===== src/rtl/din_debounce.sv =====
// Input conditioner: two-flop synchroniser, stability-qualified level FSM,
// registered edge strobes and a saturating count of aborted qualifications.
module din_debounce #(
   parameter int STABLE_CYCLES = 16,
   parameter int CNT_W         = 20
) (
   input  logic       clk,
   input  logic       ret,
   input  logic       key_in,
   output logic       key_out,
   output logic       key_rise,
   output logic       key_fall,
   output logic [7:0] glitch_cnt,
   output logic [1:0] state_dbg
);

   typedef enum logic [1:0] {
      LOW   = 2'd0,
      CHK_H = 2'd1,
      HIGH  = 2'd2,
      CHK_L = 2'd3
   } state_e;

   localparam logic [CNT_W-1:0] LAST = CNT_W'(STABLE_CYCLES - 1);

   logic             s1_q, s2_q;
   state_e           state_q, state_d;
   logic [CNT_W-1:0] cnt_q, cnt_d;
   logic             key_out_q, key_out_d;
   logic             key_rise_q, key_rise_d;
   logic             key_fall_q, key_fall_d;
   logic [7:0]       glitch_q, glitch_d;
   logic             glitch_inc;

   always_ff @(posedge clk or posedge ret) begin
      if (ret) begin
         s1_q       <= 1'b0;
         s2_q       <= 1'b0;
         state_q    <= LOW;
         cnt_q      <= '0;
         key_out_q  <= 1'b0;
         key_rise_q <= 1'b0;
         key_fall_q <= 1'b0;
         glitch_q   <= 8'd0;
      end else begin
         s1_q       <= key_in;
         s2_q       <= s1_q;
         state_q    <= state_d;
         cnt_q      <= cnt_d;
         key_out_q  <= key_out_d;
         key_rise_q <= key_rise_d;
         key_fall_q <= key_fall_d;
         glitch_q   <= glitch_d;
      end
   end

   // Any reversal of s2 inside a CHK window aborts it and counts a glitch.
   always_comb begin
      state_d    = state_q;
      cnt_d      = cnt_q;
      glitch_inc = 1'b0;
      case (state_q)
         LOW: begin
            if (s2_q) begin
               state_d = CHK_H;
               cnt_d   = '0;
            end
         end
         CHK_H: begin
            if (!s2_q) begin
               state_d    = LOW;
               cnt_d      = '0;
               glitch_inc = 1'b1;
            end else if (cnt_q == LAST) begin
               state_d = HIGH;
            end else begin
               cnt_d = cnt_q + CNT_W'(1);
            end
         end
         HIGH: begin
            if (!s2_q) begin
               state_d = CHK_L;
               cnt_d   = '0;
            end
         end
         CHK_L: begin
            if (s2_q) begin
               state_d    = HIGH;
               cnt_d      = '0;
               glitch_inc = 1'b1;
            end else if (cnt_q == LAST) begin
               state_d = LOW;
            end else begin
               cnt_d = cnt_q + CNT_W'(1);
            end
         end
         default: begin
            state_d = LOW;
            cnt_d   = '0;
         end
      endcase
   end

   // Outputs are computed from the next state so they register on the
   // same edge the FSM commits the transition.
   always_comb begin
      key_out_d  = (state_d == HIGH) || (state_d == CHK_L);
      key_rise_d = (state_q == CHK_H) && (state_d == HIGH);
      key_fall_d = (state_q == CHK_L) && (state_d == LOW);
      glitch_d   = glitch_q;
      if (glitch_inc && (glitch_q != 8'hFF)) begin
         glitch_d = glitch_q + 8'd1;
      end
   end

   assign key_out    = key_out_q;
   assign key_rise   = key_rise_q;
   assign key_fall   = key_fall_q;
   assign glitch_cnt = glitch_q;
   assign state_dbg  = state_q;

endmodule


===== config.mk =====
export PLATFORM = sky130hd
export DESIGN_NAME = din_debounce
export DESIGN_NICKNAME = d
export VERILOG_FILES = /design/src/rtl/din_debounce.sv
export SDC_FILE = /design/constraint.sdc
export NUM_CORES = 1
export LEC_CHECK = 0
export CAP_MARGIN = 15
export CORE_UTILIZATION = 25
export CTS_CLUSTER_SIZE = 40
export DETAILED_ROUTE_END_ITERATION = 6
export GPL_TIMING_DRIVEN = 0
export PLACE_DENSITY = 0.51
export RECOVER_POWER = 50
export SLEW_MARGIN = 20
export SYNTH_ARGS = -nofsm -noshare
export SYNTH_HDL_FRONTEND = slang
export SYNTH_SLANG_ARGS = --single-unit

===== constraint.sdc =====
create_clock -name clk -period 2.05 [get_ports clk]
set_input_delay 0.3075 -clock clk [delete_from_list [all_inputs] [get_ports clk]]
set_output_delay 0.3075 -clock clk [all_outputs]
set_load 0.01 [all_outputs]

==> impl_metrics.csv <==
group,metric,value,unit
run_status,status,"finished, final reports clean",
global_routing,overflow,0,
synth,synth_cell_types,47,
sta,setup_violations,0,
worst_setup_path,crit_type,"reg2reg",
place,port_buffers,15,
routing,drt_iter0_markers,62,
routing,post-route-drc-count,0,
power,switchingPower,452,uW
sta,maxSlewHeadroom,0.562,
cts,root_buffer,"clkbuf_8",
sta,fin_setup_tns,0,ns
power,irDropWorstVdd,571,uV
floorplan,core_region_area,6870,sq um
hold_path,min_path_type,"reg2reg",
sta,hold_viol_final,0,
global_routing,grt_max_degree,22,
worst_setup_path,worstSetupStartpointType,"register",
cells_and_area,nets,198,
synth,synth_area,1810,sq um
floorplan,rows,30,
synth,ys_ff_latch,35,
global_routing,grt_pass1_wl,6.23,mm
worst_setup_path,required,2.23,ns
sta,tightest_slew,0.655,ns
cts,post-cts-setup-buffers,0,
worst_setup_path,r2r_slack,0.17,ns
sta,fin_hold_ws,0.353,ns
sta,maxSlewViolCount,0,
sta,fmax,532,MHz
cells_and_area,antennaDiodeCount,0,
cts,clk_path_buf_depth,2,
global_routing,antenna_found_initial,0,
synth,dominantRegCellSynth,"dfrtp_1",
cells_and_area,final_cell_area,2210,sq um
synth,yosysWarnings,0,
floorplan,die_x,87.0,um
cts,path_clk_slew,0.07,ns
routing,ant_nets,0,
floorplan,io_pins,16,
cts,ctsResizeCount,0,
cts,clk_latency,0.29,ns
power,p_per_area,834,nW/um^2
power,p_leak,0.922,nW
synth,synth-edff-count,0,
place,place_congestion,0.730,
floorplan,die_h,87.0,um
worst_setup_path,worst-endpoint-arrival,2.06,ns
cts,cts_tree,"done",
cts,cts_inserted_buffers,5,
power,power.internal,1.40,mW
synth,async_flop_share,1.00,
floorplan,start_util,0.263,
cells_and_area,drive_gt1_frac,0.155,
floorplan,die_area,7570,sq um
sta,finalCriticalPeriod,1.88,ns
routing,via_count,1277,
global_routing,grt_usage,0.109,
power,p_sw_frac,0.245,
synth,seq_area_frac_synth,0.485,
global_routing,grt_pass1_vias,1300,
place,dp_hpwl,2.57,mm
power,pwr-share-seq,0.452,
sta,fin_crit_sh,0.917,
routing,drt_pass1_iterations,4,
power,power,1.85,mW
routing,wl_per_cell,12.5,um
cts,ctsHtreeMaxLevel,2,
routing,drt_wl_total,3.63,mm
cells_and_area,area_growth_syn_to_layout,22.6,%
synth,avgSynthCellArea,10.6,sq um
synth,synth_nets,175,
worst_setup_path,crit_fanout,7,
place,placed_area,2100,sq um
flow_run,max_cap_viol_count,0,
cells_and_area,n_fill_cell,707,
power,power_frac_comb,0.149,
sta,fin_skew,0.00583,ns
power,pwr-share-clk,0.399,
routing,vias_per_cell,4.40,
cts,cts_sinks,35,
cts,cts_hold_buf,0,
sta,rsz0062_at_grt,"false",
synth,synthCells,170,
worst_setup_path,endpoint_kind,"register",
[worst max-delay path, cell delays in order (launching register included)]
cell and delay, ns:
dfrtp_1 0.38, ha_1 0.25, nand3_1 0.11, nand2b_2 0.27
nor4b_4 0.30, nand2_2 0.13, mux2_1 0.32
[area by class of cell]
cell class / instances / area (sq um) / area share
multi-input combinational: 127 / 888 / 0.401
sequential: 35 / 876 / 0.395
timing repair buffer: 16 / 155 / 0.0701
tap: 96 / 120 / 0.0542
clock buffer: 6 / 72.6 / 0.0328
clock inverter: 2 / 60.1 / 0.0271
buffer: 3 / 23.8 / 0.0107
inverter: 5 / 18.8 / 0.00847
[cell usage after synthesis, types with 3 or more instances]
cell type / count / share of area
nor3_1: 3 / 0.0083
and3_1: 5 / 0.017
nand4_1: 8 / 0.028
nand3_1: 11 / 0.030
o21ai_0: 5 / 0.014
o22ai_1: 3 / 0.010
xnor2_1: 10 / 0.048
dfrtp_1: 35 / 0.48
nor2_1: 13 / 0.027
nand2_1: 14 / 0.029
xor2_1: 7 / 0.034
a21oi_1: 6 / 0.017
inv_1: 5 / 0.010
[cell families after synthesis]
family,synth area share
AND/OR/NAND/NOR,0.271
flip-flops,0.485
AO/OA/AOI/OAI,0.0963
XOR/XNOR,0.0914
buffers and inverters,0.0235
multiplexers,0.0187
adder cells (fa/ha/maj),0.0138
[registers in the layout (all words and copies together), names as in the netlist]
| register | count |
|---|---|
| glitch_cnt | 8 |
| s1_q | 1 |
| state_dbg | 2 |
| key_fall | 1 |
| key_out | 1 |
| s2_q | 1 |
| cnt_q | 20 |
| key_rise | 1 |
[cell usage in the layout, fill, tap and decap left out, drive strengths merged, types with 5 or more instances in the layout]
master         instances
clkbuf                 7
nand4                  8
inv                    5
xor2                   8
nor2                  15
dlygate4sd3            5
and3                   5
o21ai                  8
a21oi                  6
nor4                   5
clkdlybuf4s50         10
nand2                 16
dfrtp                 35
nand3                 11
xnor2                 10
[power by group through the flow]
stage                     Sequential, mW  Combinational, mW  Clock [mW]
after floorplan                    0.859              0.115           0
after global placement             0.847              0.277           0
after detailed placement           0.844              0.286           0
after CTS                          0.836              0.287       0.757
after global routing               0.844              0.308       0.786
final                              0.836              0.275       0.737
[metal layers]
metal	GRT usage	wire length, um	up-vias
met1	0.150	1910	596
li1	-	-	656
met4	0.0500	71	0
met5	0	0	-
met2	0.160	1530	19
met3	0.0256	113	6
[per-stage QoR]
step	instances	utilization	setup slack [ns]
floorplan	170	-	0.356
global placement	281	0.302	0.0686
detailed placement	282	0.306	0.171
CTS	290	0.326	0.143
global route	290	0.322	0.00904
finish	290	0.322	0.170
[worst paths after layout]
| path | start | end | cells past startpoint |
|---|---|---|---|
| worst min register to register | s1_q$_DFF_PP0_ | s2_q$_DFF_PP0_ | 0 |
| worst max register to register | cnt_q[0]$_DFFE_PP0P_ | key_out$_DFF_PP0_ | 6 |
| max in group asynchronous | ret | cnt_q[19]$_DFFE_PP0P_ | 3 |
| min in group asynchronous | ret | s1_q$_DFF_PP0_ | 2 |
| worst max-delay path | cnt_q[0]$_DFFE_PP0P_ | key_out$_DFF_PP0_ | 6 |
| worst min-delay path | s1_q$_DFF_PP0_ | s2_q$_DFF_PP0_ | 0 |
No activity file was read; power rests on OpenSTA's default activity.
